<file path="config.mk">
export PLATFORM = sky130hd
export DESIGN_NAME = conv3x3_sliced_pim_flat
export DESIGN_NICKNAME = d
export VERILOG_FILES = /design/src/rtl/conv3x3_sliced_pim_if.sv /design/src/rtl/conv3x3_sliced_pim.sv /design/src/flat_wrapper.sv
export SDC_FILE = /design/constraint.sdc
export NUM_CORES = 1
export LEC_CHECK = 0
export ABC_CLOCK_PERIOD_IN_PS = 12300
export BUFFER_PORTS_ARGS = -buffer_cell sky130_fd_sc_hd__buf_2
export CAP_MARGIN = 20
export CORE_AREA = 2 2 194 196
export CTS_CLUSTER_SIZE = 12
export DETAILED_ROUTE_END_ITERATION = 6
export DIE_AREA = 0 0 196 198
export GPL_TIMING_DRIVEN = 0
export MAX_ROUTING_LAYER = met4
export PLACE_DENSITY_LB_ADDON = 0.25
export SLEW_MARGIN = 10
export SYNTH_ARGS = -nofsm -noshare
export SYNTH_HDL_FRONTEND = slang
export SYNTH_SLANG_ARGS = --single-unit
</file>
<file path="constraint.sdc">
create_clock -name clk -period 12.3 [get_ports clk]
set_clock_uncertainty 0.05 [all_clocks]
set_input_delay 0.615 -clock clk [delete_from_list [all_inputs] [get_ports clk]]
set_output_delay 0.615 -clock clk [all_outputs]
set_load 0.03 [all_outputs]
</file>
<file path="src/rtl/conv3x3_sliced_pim_if.sv">
// Handshake and payload bundle for the bit-sliced 3x3 convolution engine.
interface conv3x3_sliced_pim_if #(
    parameter int unsigned DATA_W = 8
);
    localparam int unsigned OUT_W = 2 * DATA_W + 4;

    logic                  in_valid;
    logic                  in_ready;
    logic [9*DATA_W-1:0]   in_data;
    logic [9*DATA_W-1:0]   kernel;
    logic                  out_valid;
    logic                  out_ready;
    logic [OUT_W-1:0]      out_data;
    logic                  out_sat;

    // Producer/consumer side that drives windows and takes results
    modport master (
        output in_valid, in_data, kernel, out_ready,
        input  in_ready, out_valid, out_data, out_sat
    );

    // Convolution engine side
    modport slave (
        input  in_valid, in_data, kernel, out_ready,
        output in_ready, out_valid, out_data, out_sat
    );
endinterface

</file>
<file path="src/rtl/conv3x3_sliced_pim.sv">
// Bit-sliced 3x3 convolution: activations are fed SLICE_W bits per cycle into
// a crossbar-style dot product whose per-slice sum is clamped to the ADC range,
// then shifted into place and accumulated.
module conv3x3_sliced_pim #(
    parameter int unsigned DATA_W  = 8,
    parameter int unsigned SLICE_W = 2,
    parameter int unsigned ADC_P   = 12
) (
    input  logic                 clk,
    input  logic                 rst,
    conv3x3_sliced_pim_if.slave  bus
);
    localparam int unsigned NS    = DATA_W / SLICE_W;
    localparam int unsigned OUT_W = 2 * DATA_W + 4;
    localparam int unsigned SC_W  = (NS > 1) ? $clog2(NS) : 1;
    localparam logic [OUT_W-1:0]  ADC_MAX    = {OUT_W{1'b1}} >> (OUT_W - ADC_P);
    localparam logic [DATA_W-1:0] SLICE_MASK = DATA_W'({SLICE_W{1'b1}});

    // Reject parameter sets the slicing and accumulator cannot represent
    generate
        if (((DATA_W % SLICE_W) != 0) || (ADC_P > 2 * DATA_W + 4)) begin : g_bad_params
            $error("conv3x3_sliced_pim: DATA_W must be a multiple of SLICE_W and ADC_P <= 2*DATA_W+4");
        end
    endgenerate

    typedef enum logic [1:0] {
        ST_IDLE    = 2'd0,
        ST_COMPUTE = 2'd1,
        ST_DONE    = 2'd2
    } state_t;

    state_t                r_state;
    state_t                w_next_state;

    logic [9*DATA_W-1:0]   r_x;
    logic [9*DATA_W-1:0]   r_w;
    logic [OUT_W-1:0]      r_acc;
    logic [SC_W-1:0]       r_slice;
    logic                  r_sat;

    logic                  r_in_ready;
    logic                  r_out_valid;
    logic [OUT_W-1:0]      r_out_data;
    logic                  r_out_sat;

    logic                  w_accept;
    logic                  w_last;
    int unsigned           w_shamt;
    logic [DATA_W-1:0]     w_bits;
    logic [OUT_W-1:0]      w_psum;
    logic [OUT_W-1:0]      w_psum_clamped;
    logic                  w_clamp;
    logic [OUT_W-1:0]      w_acc_next;

    assign w_accept = (r_state == ST_IDLE) && bus.in_valid;
    assign w_last   = (r_slice == SC_W'(NS - 1));

    // Per-slice dot product, ADC clamp and shifted accumulation
    always_comb begin
        w_shamt = 32'(r_slice) * SLICE_W;
        w_bits  = '0;
        w_psum  = '0;
        for (int i = 0; i < 9; i++) begin
            w_bits = (r_x[i*DATA_W +: DATA_W] >> w_shamt) & SLICE_MASK;
            w_psum = w_psum + OUT_W'(w_bits) * OUT_W'(r_w[i*DATA_W +: DATA_W]);
        end
        w_clamp        = (w_psum > ADC_MAX);
        w_psum_clamped = w_clamp ? ADC_MAX : w_psum;
        w_acc_next     = r_acc + (w_psum_clamped << w_shamt);
    end

    // State register
    always_ff @(posedge clk or posedge rst) begin
        if (rst) begin
            r_state <= ST_IDLE;
        end else begin
            r_state <= w_next_state;
        end
    end

    // Next-state logic
    always_comb begin
        w_next_state = r_state;
        case (r_state)
            ST_IDLE:    if (bus.in_valid)  w_next_state = ST_COMPUTE;
            ST_COMPUTE: if (w_last)        w_next_state = ST_DONE;
            ST_DONE:    if (bus.out_ready) w_next_state = ST_IDLE;
            default:                       w_next_state = ST_IDLE;
        endcase
    end

    // Operand capture on accept, slice walk and accumulation during compute
    always_ff @(posedge clk or posedge rst) begin
        if (rst) begin
            r_x     <= '0;
            r_w     <= '0;
            r_acc   <= '0;
            r_slice <= '0;
            r_sat   <= 1'b0;
        end else if (w_accept) begin
            r_x     <= bus.in_data;
            r_w     <= bus.kernel;
            r_acc   <= '0;
            r_slice <= '0;
            r_sat   <= 1'b0;
        end else if (r_state == ST_COMPUTE) begin
            r_acc   <= w_acc_next;
            r_slice <= w_last ? '0 : r_slice + SC_W'(1);
            if (w_clamp) begin
                r_sat <= 1'b1;
            end
        end
    end

    // Registered handshake and result outputs; result is zero outside DONE
    always_ff @(posedge clk or posedge rst) begin
        if (rst) begin
            r_in_ready  <= 1'b1;
            r_out_valid <= 1'b0;
            r_out_data  <= '0;
            r_out_sat   <= 1'b0;
        end else begin
            r_in_ready  <= (w_next_state == ST_IDLE);
            r_out_valid <= (w_next_state == ST_DONE);
            if ((r_state == ST_COMPUTE) && w_last) begin
                r_out_data <= w_acc_next;
                r_out_sat  <= r_sat | w_clamp;
            end else if (w_next_state != ST_DONE) begin
                r_out_data <= '0;
                r_out_sat  <= 1'b0;
            end
        end
    end

    assign bus.in_ready  = r_in_ready;
    assign bus.out_valid = r_out_valid;
    assign bus.out_data  = r_out_data;
    assign bus.out_sat   = r_out_sat;

endmodule

</file>
<file path="src/flat_wrapper.sv">
// flat-port wrapper written by rule: the top's interface ports become plain ports
module conv3x3_sliced_pim_flat 
#(
    parameter int unsigned DATA_W  = 8,
    parameter int unsigned SLICE_W = 2,
    parameter int unsigned ADC_P   = 12
)
  (clk, rst, bus_in_valid, bus_in_data, bus_kernel, bus_out_ready, bus_in_ready, bus_out_valid, bus_out_data, bus_out_sat);
  conv3x3_sliced_pim_if #(.DATA_W(DATA_W)) bus_i ();
  input  logic clk;
  input  logic rst;
  input wire logic [$bits(bus_i.in_valid)-1:0] bus_in_valid;
  input wire logic [$bits(bus_i.in_data)-1:0] bus_in_data;
  input wire logic [$bits(bus_i.kernel)-1:0] bus_kernel;
  input wire logic [$bits(bus_i.out_ready)-1:0] bus_out_ready;
  output wire logic [$bits(bus_i.in_ready)-1:0] bus_in_ready;
  output wire logic [$bits(bus_i.out_valid)-1:0] bus_out_valid;
  output wire logic [$bits(bus_i.out_data)-1:0] bus_out_data;
  output wire logic [$bits(bus_i.out_sat)-1:0] bus_out_sat;
  assign bus_i.in_valid = bus_in_valid;
  assign bus_i.in_data = bus_in_data;
  assign bus_i.kernel = bus_kernel;
  assign bus_i.out_ready = bus_out_ready;
  assign bus_in_ready = bus_i.in_ready;
  assign bus_out_valid = bus_i.out_valid;
  assign bus_out_data = bus_i.out_data;
  assign bus_out_sat = bus_i.out_sat;
  conv3x3_sliced_pim #(.DATA_W(DATA_W), .SLICE_W(SLICE_W), .ADC_P(ADC_P)) u_core (.clk(clk), .rst(rst), .bus(bus_i));
endmodule
</file>
==> results of run 1 <==
-- cell type report --
type,instances,area (µm²)
clock buffers,17,425
inverters,109,417
fillers,3671,20300
well taps,474,593
diodes,2,5.00
plain buffers,55,219
repair buffers,171,878
multi-input cells,1305,9110
clock inverters,14,223
flip-flops and latches,192,4810
-- placed cells by master, fill, tap and decap left out, drive strengths merged, types with 5 or more instances in the layout --
cell,count
buf,182
dfrtp,191
xnor2,49
mux2i,7
inv,115
ha,108
o21a,13
o21ai,43
o31ai,5
clkbuf,61
o41ai,12
xor2,27
fa,70
nor2b,14
and2,126
a22oi,5
nor3,21
o211ai,11
nand2,503
mux4,20
or3,5
a21o,23
nand2b,15
nand3,6
a31oi,5
o21bai,9
nor2,69
a211oi,6
a21boi,14
a21oi,57
a22o,20
-- cell families after synthesis --
family	Yosys count
multiplexers	30
flip-flops	192
adder cells (fa/ha/maj)	178
buffers and inverters	164
AND/OR/NAND/NOR	774
XOR/XNOR	76
AO/OA/AOI/OAI	246
other	1
-- how the worst max path moves through the flow --
stage                                       start                           end  slack [ps]  cells after the start
finish              u_core.r_slice[1]$_DFFE_PP0P_  u_core.r_acc[14]$_DFFE_PP0P_        2130                     33
global route        u_core.r_slice[1]$_DFFE_PP0P_  u_core.r_acc[14]$_DFFE_PP0P_        1490                     33
CTS                 u_core.r_slice[1]$_DFFE_PP0P_  u_core.r_acc[14]$_DFFE_PP0P_        2170                     33
detailed placement  u_core.r_slice[1]$_DFFE_PP0P_  u_core.r_acc[14]$_DFFE_PP0P_        2230                     33
global placement    u_core.r_slice[1]$_DFFE_PP0P_  u_core.r_acc[14]$_DFFE_PP0P_        2290                     33
floorplan           u_core.r_slice[0]$_DFFE_PP0P_  u_core.r_acc[14]$_DFFE_PP0P_        3600                     33
-- sequential cells by signal, indices dropped and copies added (netlist names), 2 cells and up --
| name | cells |
|---|---|
| u_core.r_acc | 20 |
| u_core.r_state | 2 |
| u_core.bus.out_data | 20 |
| u_core.r_x | 72 |
| u_core.r_slice | 2 |
| u_core.r_w | 72 |
-- routing by layer --
layer | GRT usage (%) | vias up | wire length, µm
met5 | - | - | 0
met4 | 5.81 | 0 | 737
met3 | 2.96 | 39 | 1390
met2 | 33.8 | 231 | 18100
met1 | 28.2 | 5653 | 18300
li1 | - | 5837 | -
-- metrics by stage --
step	std cells	utilization (%)
after floorplan	1661	-
after CTS	2337	45.1
after detailed placement	2306	43.4
after global routing	2337	45.1
final	2339	45.1
after global placement	2305	43.3
-- worst register-to-register path, delay by kind of cell, from the launching register on --
family	cells	cell delay, ps
flops	1	360
simple gates	2	570
fa+ha+maj	9	3450
mux	2	750
compound gates	14	3470
buf+inv	4	1060
xor+xnor	2	310
==> flow_summary_export.csv, run 1 <==
group,metric,value,unit
critical_path,rr_endpoint,"u_core.r_acc[14]$_DFFE_PP0P_",
critical_path,crit_path_max_cell_delay,560,ps
timing,fmax,98.3,MHz
placement,post-place-ws,2230,ps
placement,dp_hpwl,30.5,mm
clock_tree,cts-hold-fix-buffers,0,
yosys,synthesized_area_fraction_occupied_by_adder_cells,18.9,%
global_routing,initial_antenna_violation_count,0,
yosys,asyncSetResetFlopFracSynth,100,%
clock_tree,cts-htree-levels,4,
final_layout,final_area,16700,µm²
clock_tree,clock_tree.root_cell,"clkbuf_16",
yosys,synth_top_cells_by_area,"dfrtp_1, nand2_1, fa_1, ha_1, and2_1",
flow_run,max_cap_violations,0,
timing,worstMarginPinSlew,965,ps
timing,period_needed,10170,ps
hold_path,min_path_type,"in2async",
placement,portBuffers,170,
die,fp.dieH,198,µm
yosys,synth_cells,1661,
critical_path,rrSetupSlack,2130,ps
critical_path,rr_startpoint,"u_core.r_slice[1]$_DFFE_PP0P_",
drt,route.detailed.drc,0,
outcome,outcome,"complete, no violations",
global_routing,pin_count_of_the_biggest_net_entering_global_routing,106,
drt,avgViaCountPerCell,5.03,
yosys,yosysTopAreaCell,"dfrtp_1",
yosys,ys_ff_latch,192,
yosys,synth_top_family_by_area,"simple AND/OR/NAND/NOR gates",
global_routing,gr-total-overflow,0,
yosys,synth_area_in_compound_gates,12.0,%
critical_path,worst_ep_arrival_time,10470,ps
timing,final-setup-viol-count,0,
drt,routed-via-count,11800,
yosys,mappedNetlistNets,1987,
yosys,synth.most_common_cell,"nand2_1",
die,initial_utilization,39.3,%
yosys,seq_area_frac_synth,33.0,%
critical_path,path_class,"reg2reg",
die,io_pins,171,
timing,fin_crit_sh,82.7,%
clock_tree,post-cts-setup-buffers,0,
critical_path,worst_r2r_path_depth,33,
drt,drt-initial-drc-count,556,
critical_path,critical-path-top-cell-by-count,"fa_1",
critical_path,worstSetupStartpointType,"flip-flop",
yosys,synthesis.yosys.warnings,0,
timing,slew_headroom,35.7,%
drt,routedWlPerCell,16.5,µm
final_layout,drive_gt1_share,13.7,%
yosys,synth.cells.most_frequent,"nand2_1, dfrtp_1, and2_1",
global_routing,grt_use_total,21.1,%
final_layout,final_nets,2177,
yosys,count_of_cell_types_in_the_netlist,67,
drt,first_pass_iters,5,
die,overall_die_area,38800,µm²
die,rows,71,
die,die_x,196,µm
clock_tree,max_clock_buf_depth,2,
critical_path,biggest_fanout_along_the_worst_timing_path,10,
critical_path,worst_path_max_delay_cell,"clkbuf_1",
timing,tns,0,ps
placement,placedInstanceArea,16000,µm²
yosys,ys_dominant_reg_cell,"dfrtp_1",
die,core_region_area,37000,µm²
clock_tree,cts_tree,"built",
drt,antenna_violating_nets_post_route,0,
timing,final-hold-violation-count,0,
clock_tree,cts.repair.resized,0,
placement,place_congestion,0.904,
yosys,synth_edf_count,0,
clock_tree,insertion_delay,460,ps
critical_path,worst_path_buf_inv,4,
timing,rsz0062_at_grt,"false",
global_routing,global_route_wire_length_before_repair,61.4,mm
yosys,yosys.area_share.xor_xnor,4.58,%
timing,final.setup.worst_slack,2130,ps
yosys,yosys-mux-area-fraction,3.84,%
clock_tree,clk_transition_reported_paths,70,ps
critical_path,endpoint_kind,"flip-flop",
timing,fin_worst_hold_slack,168,ps
drt,routed_wirelength,38.5,mm
clock_tree,tritoncts.num_buffers,17,
yosys,synth_area_per_cell,8.75,µm²
critical_path,cp_top_family,"compound AO/OA/AOI/OAI gates",
final_layout,syn_to_final_growth,14.7,%
yosys,post_synth_instance_area,14500,µm²
yosys,synth_simple_gate_area_share,23.3,%
yosys,netlist.area_leader.share,32.9,%
critical_path,cp.required,12600,ps
timing,report.final.slew_viol_count,0,
clock_tree,cts_num_sinks,192,
global_routing,first_global_vias,11700,
Power of run 1 is left out: the tool's default activity adds up to more than one toggle a clock period on the data nets, which glitch-free logic cannot reach.
==> inputs of run 2 (changes only) <==
--- a/config.mk
+++ b/config.mk
@@ -5,7 +5,7 @@
 export SDC_FILE = /design/constraint.sdc
 export NUM_CORES = 1
 export LEC_CHECK = 0
-export ABC_CLOCK_PERIOD_IN_PS = 12300
+export ABC_CLOCK_PERIOD_IN_PS = 10170
 export BUFFER_PORTS_ARGS = -buffer_cell sky130_fd_sc_hd__buf_2
 export CAP_MARGIN = 20
 export CORE_AREA = 2 2 194 196
==> constraint.sdc (replaced) <==
create_clock -name clk -period 10.17 [get_ports clk]
set_clock_uncertainty 0.05 [all_clocks]
set_input_delay 0.5085 -clock clk [delete_from_list [all_inputs] [get_ports clk]]
set_output_delay 0.5085 -clock clk [all_outputs]
set_load 0.03 [all_outputs]
==> run 2 against run 1 <==
Net effect:
- core utilization up 0.15 points
- maximum frequency up 5.9%
- highest routed layer unchanged
- wire length up 0.19%
- count of clock-buffer cells in the layout unchanged
==> flow_summary_export.csv, run 2 (synthesis gave the netlist of run 1 again) <==
group,metric,value,unit
final_layout,layout.cells.most_common,"nand2_1",
global_routing,initial_antenna_violation_count,0,
placement,place_congestion,0.904,
timing,fin_crit_sh,94.4,%
final_layout,reg.largest.list,"u_core.r_w (72), u_core.r_x (72)",
drt,first_pass_iters,5,
critical_path,worst_path_max_delay_cell,"fa_1",
final_layout,mostFrequentLayoutCells,"nand2_1, dfrtp_1, buf_2",
critical_path,endpoint_kind,"flip-flop",
critical_path,timing.critical_path.from,"u_core.r_slice[1]$_DFFE_PP0P_",
clock_tree,clk_transition_reported_paths,70,ps
global_routing,pin_count_of_the_biggest_net_entering_global_routing,106,
final_layout,syn_to_final_growth,15.0,%
timing,fmax,104,MHz
final_layout,drive_gt1_share,14.0,%
global_routing,global_route_wire_length_before_repair,61.4,mm
critical_path,worst_path_buf_inv,4,
drt,route.detailed.drc,0,
clock_tree,cts-htree-levels,4,
die,io_pins,171,
drt,drt-initial-drc-count,517,
outcome,outcome,"complete, no violations",
clock_tree,cts_num_sinks,192,
global_routing,grt_use_total,21.1,%
final_layout,sequential_cell_area,4810,µm²
die,overall_die_area,38800,µm²
timing,report.final.slew_viol_count,0,
drt,routed_wirelength,38.6,mm
die,die_x,196,µm
placement,portBuffers,170,
timing,period_needed,9600,ps
critical_path,critical-path-top-cell-by-count,"fa_1",
timing,slew_headroom,35.6,%
timing,final-hold-violation-count,0,
timing,fin_worst_hold_slack,43.8,ps
final_layout,filler_cell_count,3666,
drt,routed-via-count,11800,
die,rows,71,
global_routing,first_global_vias,11700,
drt,avgViaCountPerCell,5.04,
hold_path,min_path_type,"in2async",
clock_tree,insertion_delay,460,ps
clock_tree,cts_tree,"built",
timing,final-setup-viol-count,0,
drt,routedWlPerCell,16.5,µm
timing,worstMarginPinSlew,967,ps
placement,dp_hpwl,30.5,mm
die,fp.dieH,198,µm
final_layout,final_nets,2178,
clock_tree,clock_tree.root_cell,"clkbuf_16",
critical_path,cp_top_family,"adder cells",
flow_run,max_cap_violations,0,
critical_path,biggest_fanout_along_the_worst_timing_path,10,
clock_tree,tritoncts.num_buffers,17,
timing,tns,0,ps
critical_path,worst_ep_arrival_time,9900,ps
die,core_region_area,37000,µm²
global_routing,gr-total-overflow,0,
critical_path,rr_startpoint,"u_core.r_slice[1]$_DFFE_PP0P_",
clock_tree,max_clock_buf_depth,2,
critical_path,cp.required,10470,ps
critical_path,worstSetupStartpointType,"flip-flop",
critical_path,path_class,"reg2reg",
drt,antenna_violating_nets_post_route,0,
final_layout,multi_input_comb_area,9140,µm²
die,initial_utilization,39.3,%
critical_path,crit_path_max_cell_delay,560,ps
-- run 2: cell count changes in the layout (fill, tap and decap cells not counted), sizes merged --
| cell | delta |
|---|---|
| buf | +1 |
| diode | -1 |
-- run 2: what timing repair did --
item,4_1_cts,5_1_grt
endpoints found under the setup margin,0,28
hold buffers,0,0
resized for setup,0,20
buffers inserted,0,1
-- run 2: cell type report --
cell class	instances	share of cell area, %
inverters	109	2.49
diodes	1	0.0150
flip-flops and latches	192	28.7
clock inverters	14	1.33
plain buffers	55	1.41
well taps	474	3.55
repair buffers	172	5.30
multi-input cells	1305	54.6
clock buffers	17	2.54
-- run 2: through the flow --
stage | std cells | util [%] | worst slack, ps | instance area [µm²]
6_report | 2339 | 45.3 | 570 | 16700
5_1_grt | 2338 | 45.3 | -16.1 | 16700
4_1_cts | 2337 | 45.1 | 38.4 | 16700
3_5_place_dp | 2306 | 43.4 | 101 | 16000
3_3_place_gp | 2305 | 43.3 | 160 | 16000
2_1_floorplan | 1661 | - | 1470 | 14500
-- run 2: path summary, 6_finish.rpt --
check	end	slack (ps)	cells past startpoint
worst max-delay path	u_core.r_acc[14]$_DFFE_PP0P_	570	33
worst min-delay path	u_core.bus.out_data[15]$_DFFE_PP0P_	40	2
worst max register to register	u_core.r_acc[14]$_DFFE_PP0P_	570	33
worst min register to register	u_core.r_x[4]$_DFFE_PP0P_	420	2
max in group asynchronous	u_core.r_w[22]$_DFFE_PP0P_	9080	3
min in group clk	u_core.r_w[62]$_DFFE_PP0P_	180	3
-- run 2: worst register-to-register path: cells and delay by family (launching register included) --
family	cells	cell delay [ps]
xor gates and xnor gates	2	310
DFF	1	360
and+or+nand+nor	2	560
AOI/OAI and AO/OA	14	3360
muxes	2	660
adders and majority gates	9	3470
buffers and inverters	4	720
-- run 2: per-layer routing --
layer  vias to the layer above  track usage (%)  wire length [µm]
li1                       5843                -                 -
met3                        41             2.96              1490
met4                         0             5.81               745
met5                         -                -                 0
met2                       231             33.8             18100
met1                      5677             28.2             18200
Power of run 2 is left out for the same reason.
